==> config.mk <==
export PLATFORM = sky130hd
export DESIGN_NAME = vga_write_arbiter_flat
export DESIGN_NICKNAME = d
export VERILOG_FILES = /design/src/rtl/vga_pkg.sv /design/src/rtl/vga_write_arbiter_if.sv /design/src/rtl/vga_write_arbiter_sprite_rasterizer.sv /design/src/rtl/vga_write_arbiter.sv /design/src/flat_wrapper.sv
export SDC_FILE = /design/constraint.sdc
export NUM_CORES = 1
export LEC_CHECK = 0
export CORE_ASPECT_RATIO = 2
export CORE_MARGIN = 4
export CORE_UTILIZATION = 45
export CTS_BUF_LIST = sky130_fd_sc_hd__clkbuf_4 sky130_fd_sc_hd__clkbuf_8 sky130_fd_sc_hd__clkbuf_16
export DETAILED_ROUTE_END_ITERATION = 10
export MAX_ROUTING_LAYER = met4
export PLACE_DENSITY = 0.78
export SLEW_MARGIN = 20
export SYNTH_ARGS = -nofsm -noshare
export SYNTH_HDL_FRONTEND = slang
export SYNTH_HIERARCHICAL = 1
export SYNTH_SLANG_ARGS = --single-unit
==> constraint.sdc <==
create_clock -name clk -period 4.5 [get_ports clk]
set_input_delay 1.35 -clock clk [delete_from_list [all_inputs] [get_ports clk]]
set_output_delay 1.35 -clock clk [all_outputs]
set_load 0.05 [all_outputs]
==> src/rtl/vga_pkg.sv <==
// Shared constants and state encoding for the VGA pixel-write arbiter.
package vga_pkg;

  localparam int SCREEN_W = 160;
  localparam int SCREEN_H = 120;
  localparam int COLOUR_W = 3;
  localparam int COORD_W  = 8;
  localparam int DIM_W    = 4;

  typedef enum logic [1:0] {
    ST_IDLE = 2'd0,
    ST_DRAW = 2'd1,
    ST_DONE = 2'd2
  } state_t;

endpackage

==> src/rtl/vga_write_arbiter_if.sv <==
// Requester bus plus the pixel-write port toward vga_adapter.
interface vga_write_arbiter_if
  import vga_pkg::*;
#(
  parameter int NUM_REQ = 4
);

  logic [NUM_REQ-1:0]          req;
  logic [COORD_W*NUM_REQ-1:0]  req_x;
  logic [COORD_W*NUM_REQ-1:0]  req_y;
  logic [DIM_W*NUM_REQ-1:0]    req_w;
  logic [DIM_W*NUM_REQ-1:0]    req_h;
  logic [COLOUR_W*NUM_REQ-1:0] req_colour;
  logic [NUM_REQ-1:0]          req_erase;
  logic [NUM_REQ-1:0]          grant;
  logic [NUM_REQ-1:0]          done;
  logic                        busy;
  logic [COORD_W-1:0]          vga_x;
  logic [COORD_W-1:0]          vga_y;
  logic [COLOUR_W-1:0]         vga_colour;
  logic                        vga_plot;

  // Sprite drawers drive requests and observe grants and pixels.
  modport master (
    output req, req_x, req_y, req_w, req_h, req_colour, req_erase,
    input  grant, done, busy, vga_x, vga_y, vga_colour, vga_plot
  );

  // The arbiter consumes requests and owns the pixel port.
  modport slave (
    input  req, req_x, req_y, req_w, req_h, req_colour, req_erase,
    output grant, done, busy, vga_x, vga_y, vga_colour, vga_plot
  );

endinterface

==> src/rtl/vga_write_arbiter_sprite_rasterizer.sv <==
// Walks a latched rectangle in row-major order, one registered pixel per clock,
// suppressing the plot strobe for pixels that fall off the screen.
module sprite_rasterizer
  import vga_pkg::*;
#(
  parameter int X_MAX = SCREEN_W,
  parameter int Y_MAX = SCREEN_H
) (
  input  logic                clk,
  input  logic                reset,
  input  logic                start,
  input  logic                active,
  input  logic [COORD_W-1:0]  rect_x,
  input  logic [COORD_W-1:0]  rect_y,
  input  logic [DIM_W-1:0]    rect_w,
  input  logic [DIM_W-1:0]    rect_h,
  input  logic [COLOUR_W-1:0] rect_colour,
  output logic [COORD_W-1:0]  pix_x,
  output logic [COORD_W-1:0]  pix_y,
  output logic [COLOUR_W-1:0] pix_colour,
  output logic                pix_plot,
  output logic                last
);

  logic [DIM_W-1:0]   cx;
  logic [DIM_W-1:0]   cy;
  logic [COORD_W:0]   sum_x;
  logic [COORD_W:0]   sum_y;

  // Ninth bit keeps the carry so coordinates past 255 are still clipped.
  assign sum_x = {1'b0, rect_x} + (COORD_W+1)'(cx);
  assign sum_y = {1'b0, rect_y} + (COORD_W+1)'(cy);
  assign last  = active && (cx == rect_w) && (cy == rect_h);

  // Pixel register and raster counters; plot is low whenever not drawing.
  always_ff @(posedge clk or posedge reset) begin
    if (reset) begin
      cx         <= '0;
      cy         <= '0;
      pix_x      <= '0;
      pix_y      <= '0;
      pix_colour <= '0;
      pix_plot   <= 1'b0;
    end else if (start) begin
      cx       <= '0;
      cy       <= '0;
      pix_plot <= 1'b0;
    end else if (active) begin
      pix_x      <= sum_x[COORD_W-1:0];
      pix_y      <= sum_y[COORD_W-1:0];
      pix_colour <= rect_colour;
      pix_plot   <= (sum_x < (COORD_W+1)'(X_MAX)) && (sum_y < (COORD_W+1)'(Y_MAX));
      if (cx == rect_w) begin
        cx <= '0;
        cy <= cy + 1'b1;
      end else begin
        cx <= cx + 1'b1;
      end
    end else begin
      pix_plot <= 1'b0;
    end
  end

endmodule

==> src/rtl/vga_write_arbiter.sv <==
// Round-robin arbiter sharing the vga_adapter write port among sprite drawers.
//
//  state | meaning
//  IDLE  | waiting for any request; picks winner from pointer upward
//  DRAW  | rasterizer emitting the latched rectangle, one pixel per clock
//  DONE  | pulse done for the winner, advance pointer, drop grant
module vga_write_arbiter
  import vga_pkg::*;
#(
  parameter int                  NUM_REQ   = 4,
  parameter int                  X_MAX     = SCREEN_W,
  parameter int                  Y_MAX     = SCREEN_H,
  parameter logic [COLOUR_W-1:0] BG_COLOUR = 3'b000
) (
  input  logic              clk,
  input  logic              reset,
  vga_write_arbiter_if.slave bus
);

  localparam int IDX_W = (NUM_REQ > 1) ? $clog2(NUM_REQ) : 1;

  state_t               state;
  logic [IDX_W-1:0]     ptr;
  logic [IDX_W-1:0]     win_idx;
  logic [IDX_W-1:0]     win_reg;
  logic                 win_found;
  logic [NUM_REQ-1:0]   grant_q;
  logic [NUM_REQ-1:0]   done_q;
  logic                 busy_q;
  logic [COORD_W-1:0]   lat_x;
  logic [COORD_W-1:0]   lat_y;
  logic [DIM_W-1:0]     lat_w;
  logic [DIM_W-1:0]     lat_h;
  logic [COLOUR_W-1:0]  lat_colour;
  logic                 start;
  logic                 last;

  // First set request at or after the pointer, wrapping around.
  always_comb begin
    win_found = 1'b0;
    win_idx   = '0;
    for (int i = 0; i < NUM_REQ; i++) begin
      if (!win_found && bus.req[(int'(ptr) + i) % NUM_REQ]) begin
        win_found = 1'b1;
        win_idx   = IDX_W'((int'(ptr) + i) % NUM_REQ);
      end
    end
  end

  assign start = (state == ST_IDLE) && win_found;

  // Arbitration state machine with registered grant/done/busy.
  always_ff @(posedge clk or posedge reset) begin
    if (reset) begin
      state      <= ST_IDLE;
      ptr        <= '0;
      win_reg    <= '0;
      grant_q    <= '0;
      done_q     <= '0;
      busy_q     <= 1'b0;
      lat_x      <= '0;
      lat_y      <= '0;
      lat_w      <= '0;
      lat_h      <= '0;
      lat_colour <= '0;
    end else begin
      done_q <= '0;
      case (state)
        ST_IDLE: begin
          if (win_found) begin
            win_reg    <= win_idx;
            grant_q    <= NUM_REQ'(1) << win_idx;
            busy_q     <= 1'b1;
            lat_x      <= bus.req_x[COORD_W*int'(win_idx) +: COORD_W];
            lat_y      <= bus.req_y[COORD_W*int'(win_idx) +: COORD_W];
            lat_w      <= bus.req_w[DIM_W*int'(win_idx) +: DIM_W];
            lat_h      <= bus.req_h[DIM_W*int'(win_idx) +: DIM_W];
            lat_colour <= bus.req_erase[win_idx] ? BG_COLOUR
                        : bus.req_colour[COLOUR_W*int'(win_idx) +: COLOUR_W];
            state      <= ST_DRAW;
          end
        end
        ST_DRAW: begin
          if (last) state <= ST_DONE;
        end
        ST_DONE: begin
          grant_q <= '0;
          done_q  <= NUM_REQ'(1) << win_reg;
          busy_q  <= 1'b0;
          ptr     <= (win_reg == IDX_W'(NUM_REQ-1)) ? '0 : win_reg + 1'b1;
          state   <= ST_IDLE;
        end
        default: begin
          grant_q <= '0;
          busy_q  <= 1'b0;
          state   <= ST_IDLE;
        end
      endcase
    end
  end

  sprite_rasterizer #(
    .X_MAX (X_MAX),
    .Y_MAX (Y_MAX)
  ) u_raster (
    .clk         (clk),
    .reset       (reset),
    .start       (start),
    .active      (state == ST_DRAW),
    .rect_x      (lat_x),
    .rect_y      (lat_y),
    .rect_w      (lat_w),
    .rect_h      (lat_h),
    .rect_colour (lat_colour),
    .pix_x       (bus.vga_x),
    .pix_y       (bus.vga_y),
    .pix_colour  (bus.vga_colour),
    .pix_plot    (bus.vga_plot),
    .last        (last)
  );

  assign bus.grant = grant_q;
  assign bus.done  = done_q;
  assign bus.busy  = busy_q;

endmodule

==> src/flat_wrapper.sv <==
// flat-port wrapper written by rule: the top's interface ports become plain ports
module vga_write_arbiter_flat import vga_pkg::*;
#(
  parameter int                  NUM_REQ   = 4,
  parameter int                  X_MAX     = SCREEN_W,
  parameter int                  Y_MAX     = SCREEN_H,
  parameter logic [COLOUR_W-1:0] BG_COLOUR = 3'b000
)
  (clk, reset, bus_req, bus_req_x, bus_req_y, bus_req_w, bus_req_h, bus_req_colour, bus_req_erase, bus_grant, bus_done, bus_busy, bus_vga_x, bus_vga_y, bus_vga_colour, bus_vga_plot);
  vga_write_arbiter_if #(.NUM_REQ(NUM_REQ)) bus_i ();
  input  logic clk;
  input  logic reset;
  input wire logic [$bits(bus_i.req)-1:0] bus_req;
  input wire logic [$bits(bus_i.req_x)-1:0] bus_req_x;
  input wire logic [$bits(bus_i.req_y)-1:0] bus_req_y;
  input wire logic [$bits(bus_i.req_w)-1:0] bus_req_w;
  input wire logic [$bits(bus_i.req_h)-1:0] bus_req_h;
  input wire logic [$bits(bus_i.req_colour)-1:0] bus_req_colour;
  input wire logic [$bits(bus_i.req_erase)-1:0] bus_req_erase;
  output wire logic [$bits(bus_i.grant)-1:0] bus_grant;
  output wire logic [$bits(bus_i.done)-1:0] bus_done;
  output wire logic [$bits(bus_i.busy)-1:0] bus_busy;
  output wire logic [$bits(bus_i.vga_x)-1:0] bus_vga_x;
  output wire logic [$bits(bus_i.vga_y)-1:0] bus_vga_y;
  output wire logic [$bits(bus_i.vga_colour)-1:0] bus_vga_colour;
  output wire logic [$bits(bus_i.vga_plot)-1:0] bus_vga_plot;
  assign bus_i.req = bus_req;
  assign bus_i.req_x = bus_req_x;
  assign bus_i.req_y = bus_req_y;
  assign bus_i.req_w = bus_req_w;
  assign bus_i.req_h = bus_req_h;
  assign bus_i.req_colour = bus_req_colour;
  assign bus_i.req_erase = bus_req_erase;
  assign bus_grant = bus_i.grant;
  assign bus_done = bus_i.done;
  assign bus_busy = bus_i.busy;
  assign bus_vga_x = bus_i.vga_x;
  assign bus_vga_y = bus_i.vga_y;
  assign bus_vga_colour = bus_i.vga_colour;
  assign bus_vga_plot = bus_i.vga_plot;
  vga_write_arbiter #(.NUM_REQ(NUM_REQ), .X_MAX(X_MAX), .Y_MAX(Y_MAX), .BG_COLOUR(BG_COLOUR)) u_core (.clk(clk), .reset(reset), .bus(bus_i));
endmodule
==> results_tabular.tex <==
\begin{tabular}{lr}
\hline
Metric & Value \\
\hline
\multicolumn{2}{l}{\textbf{Status}} \\
Result of the run & finished, final reports clean \\
\multicolumn{2}{l}{\textbf{Global route}} \\
Antenna violations before repair & 1 \\
Global route overflow & 0 \\
Pin count of the biggest net entering global routing & 37 \\
Global-route wire length before repair & between 20,000 and 25,000 um \\
Global-route usage over all layers & 0.2670 \\
Vias in the first global route & about 4,700 \\
\multicolumn{2}{l}{\textbf{Logic synthesis}} \\
Cell Area, Synth & between 4000 and 5000 um\^{}2 \\
Top post-synthesis cells by area & dfrtp\_1 (39\%), a221o\_1 (5.4\%), o21ai\_0 (4.7\%) \\
Gate count of the mapped netlist & 480 \\
Net count after synthesis & 614 \\
Count of synthesis-stage warnings from yosys & 6 \\
Distinct cell type count after synthesis & just over 60 \\
Number of flops mapped to enable cells by yosys & 0 \\
Largest area contributor in the synthesized netlist & dfrtp\_1 \\
Share of the synthesized area in the top cell type & 0.3928 \\
FFs w/ async S/R, synth & 1.000 \\
Post-synthesis register bit count & 70 \\
Synth Area per Inst & between 9 and 10 um\^{}2 \\
Sequential element share of the synthesized area & 0.3928 \\
Top\_reg\_cell synth & dfrtp\_1 \\
\multicolumn{2}{l}{\textbf{Clock network}} \\
CTS hold repair buffers & 0 \\
Maximum number of buffers from clock root to sink & 2 \\
Post-CTS resize count & 0 \\
Count of buffers added by post-CTS timing repair for setup & 0 \\
Count of clock tree sinks & 70 \\
Cell at the root of the clock tree & clkbuf\_16 \\
Clock insertion delay at the later pin of the skew report & $\sim$330 ps \\
Number of levels in the clock H-tree & 3 \\
Clk pin slew, worst setup/hold paths & 50 ps \\
Clock tree from TritonCTS & built \\
CTS buffer count & 9 \\
\multicolumn{2}{l}{\textbf{Drt}} \\
Residual DRC & 0 \\
Average vias per placed instance & 5.856 \\
Total Routed Length & between 10,000 and 15,000 um \\
Post-route antenna net violation count & 0 \\
Iter 0 DRT Violations & 306 \\
DR pass1 iterations & 6 \\
Post-detailed-route wirelength per cell & about 20 um \\
Via total after detailed routing & between 4,000 and 5,000 \\
\multicolumn{2}{l}{\textbf{Critical path}} \\
Data arrival time of the critical path & about 3800 ps \\
Crit end category & flop \\
Worst path required time & about 4700 ps \\
Worst Path Max Fanout & 14 \\
Category of the worst setup path launch point & input pin \\
Critical setup path kind & in2reg \\
\multicolumn{2}{l}{\textbf{Placement}} \\
Port Buffers & about 150 \\
HPWL after detailed placement & approximately 11,000 um \\
Placer's final routability congestion estimate & just under 0.9 \\
Worst setup timing slack at the placement stage & between 600 and 700 ps \\
Post-Place Cells & roughly 740 \\
\multicolumn{2}{l}{\textbf{STA}} \\
Final Hold Fails & 0 \\
Final hold slack & 492.0 ps \\
Total Negative Setup Slacks & 0 ps \\
Number of max-slew violations in the final report & 0 \\
Final worst-path setup slack & 940.4 ps \\
Worst-case headroom to the max-slew limit & 0.4533 \\
Least-Margin Pin Slew & about 820 ps \\
Maximum clock frequency & around 280 MHz \\
Final worst clock skew & a little over 8 ps \\
Final setup violating endpoints & 0 \\
Fin crit period & 3560 ps \\
Portion of the clock cycle consumed by the worst path in the final layout & 0.7910 \\
Unrepaired setup endpoints after global routing & false \\
\multicolumn{2}{l}{\textbf{Power}} \\
Total power per unit cell area & between 600 and 700 nW/um\^{}2 \\
Static Leak & between 2 and 3 nW \\
Peak ir drop on the vdd network & 502.8 uV \\
\multicolumn{2}{l}{\textbf{Cells and area}} \\
Area taken by multi-input logic gates & between 2000 and 2500 um\^{}2 \\
Final std cells w/o fill & approximately 750 \\
Final cell utilization of the core & 0.6447 \\
Storage element area & 1752 um\^{}2 \\
Number of filler instances in the final layout & 827 \\
Most frequent cells in the layout & clkdlybuf4s50\_1 (146), dfrtp\_1 (70), o21ai\_0 (42) \\
Signed area change from the synthesized netlist to the final layout & 40.24\% \\
Fraction of layout instances using a drive strength above 1 & 0.07431 \\
Net count reported at finish & between 700 and 800 \\
Most common cell after layout, fill and taps aside & clkdlybuf4s50\_1 \\
\multicolumn{2}{l}{\textbf{Floorplanning}} \\
Die Span X & 78.39 um \\
Number of primary I/O pins & between 100 and 150 \\
Die Y & 148.8 um \\
Initial Util & 0.4598 \\
Core footprint & between 9000 and 10,000 um\^{}2 \\
Die ar. & 11,660 um\^{}2 \\
Core Rows & between 50 and 60 \\
\multicolumn{2}{l}{\textbf{Flow run}} \\
Maxcap violations & 0 \\
\multicolumn{2}{l}{\textbf{Worst hold path}} \\
Kind of path behind the tightest hold check & reg2reg \\
\hline
\end{tabular}
kinds of logic after synthesis:
family,Yosys count,share of synthesized area
compound gates,162,0.2531
xor+xnor,22,0.04321
fa+ha+maj,16,0.04826
simple gates,146,0.1754
mux,11,0.02722
buf+inv,53,0.06004
flops,70,0.3928
layout make-up:
class,count,share of cell area
multi-input combinational,357,0.3902
tap,132,0.02641
clock inverter,3,0.003401
timing repair buffer,157,0.2469
clock buffer,12,0.04062
antenna,1,0.0004002
sequential,70,0.2801
inverter,20,0.01200
final timing paths:
kind | cells after the start | start | slack [ps] | endpoint
max | 8 | bus_req[3] | 940 | u_core/u_raster/pix_x[5]
min | 2 | u_core/u_raster/pix_y[7] | 490 | u_core/u_raster/pix_y[7]
max reg2reg | 8 | u_core/u_raster/cy[0] | 2140 | u_core/u_raster/pix_plot
min reg2reg | 2 | u_core/u_raster/pix_y[7] | 490 | u_core/u_raster/pix_y[7]
max in group asynchronous | 3 | reset | 2360 | u_core/lat_y[5]
min in group asynchronous | 2 | reset | 1390 | u_core/lat_y[1]
Yosys cell counts (2+ instances only):
cell and n:
a21boi_0 2, a21oi_1 37, a221o_1 24, and2_1 5
and3_1 10, and4_1 2, buf_2 15, buf_4 5
buf_6 4, clkbuf_1 8, dfrtp_1 70, fa_1 2
ha_1 14, inv_1 18, inv_2 2, mux2_2 9
mux2i_1 2, nand2_1 28, nand2b_1 10, nand3_1 36
nand4_1 7, nor2_1 23, nor2b_1 7, nor3_1 3
o21ai_0 42, o21ai_1 7, o221ai_1 3, o22a_1 24
o22ai_1 2, o31ai_1 3, o32ai_1 3, or2_1 2
or3_1 2, or3b_1 2, xnor2_1 8, xor2_1 14
metal layers:
metal  part of all wire  vias up  GRT usage
li1                   -     2054          -
met1               0.35     2129     0.2638
met2               0.56      169     0.4910
met3              0.041       52    0.03869
met4              0.050        0     0.1480
met5                  0        -          -
through the flow:
| step | instance area [um^2] | power (mW) |
|---|---|---|
| after CTS | 6251 | 3.974 |
| after global routing | 6254 | 4.205 |
| after floorplan | 4459 | 2.641 |
| after detailed placement | 5976 | 3.305 |
| after global placement | 5976 | 3.217 |
| final | 6254 | 3.971 |
where the power goes:
| group | switching (mW) | internal [mW] |
|---|---|---|
| logic | 1.22 | 0.930 |
| registers | 0.257 | 0.919 |
| clock network | 0.249 | 0.397 |
| total | 1.73 | 2.24 |
critical path, cell delays in order:
cell,delay (ps)
clkdlybuf4s50_1,630
or2_1,380
nor3_2,90
or3_1,350
inv_2,70
nand2b_1,470
buf_4,290
o21ai_0,110
Note: power is estimated with default switching activity, not from simulation.
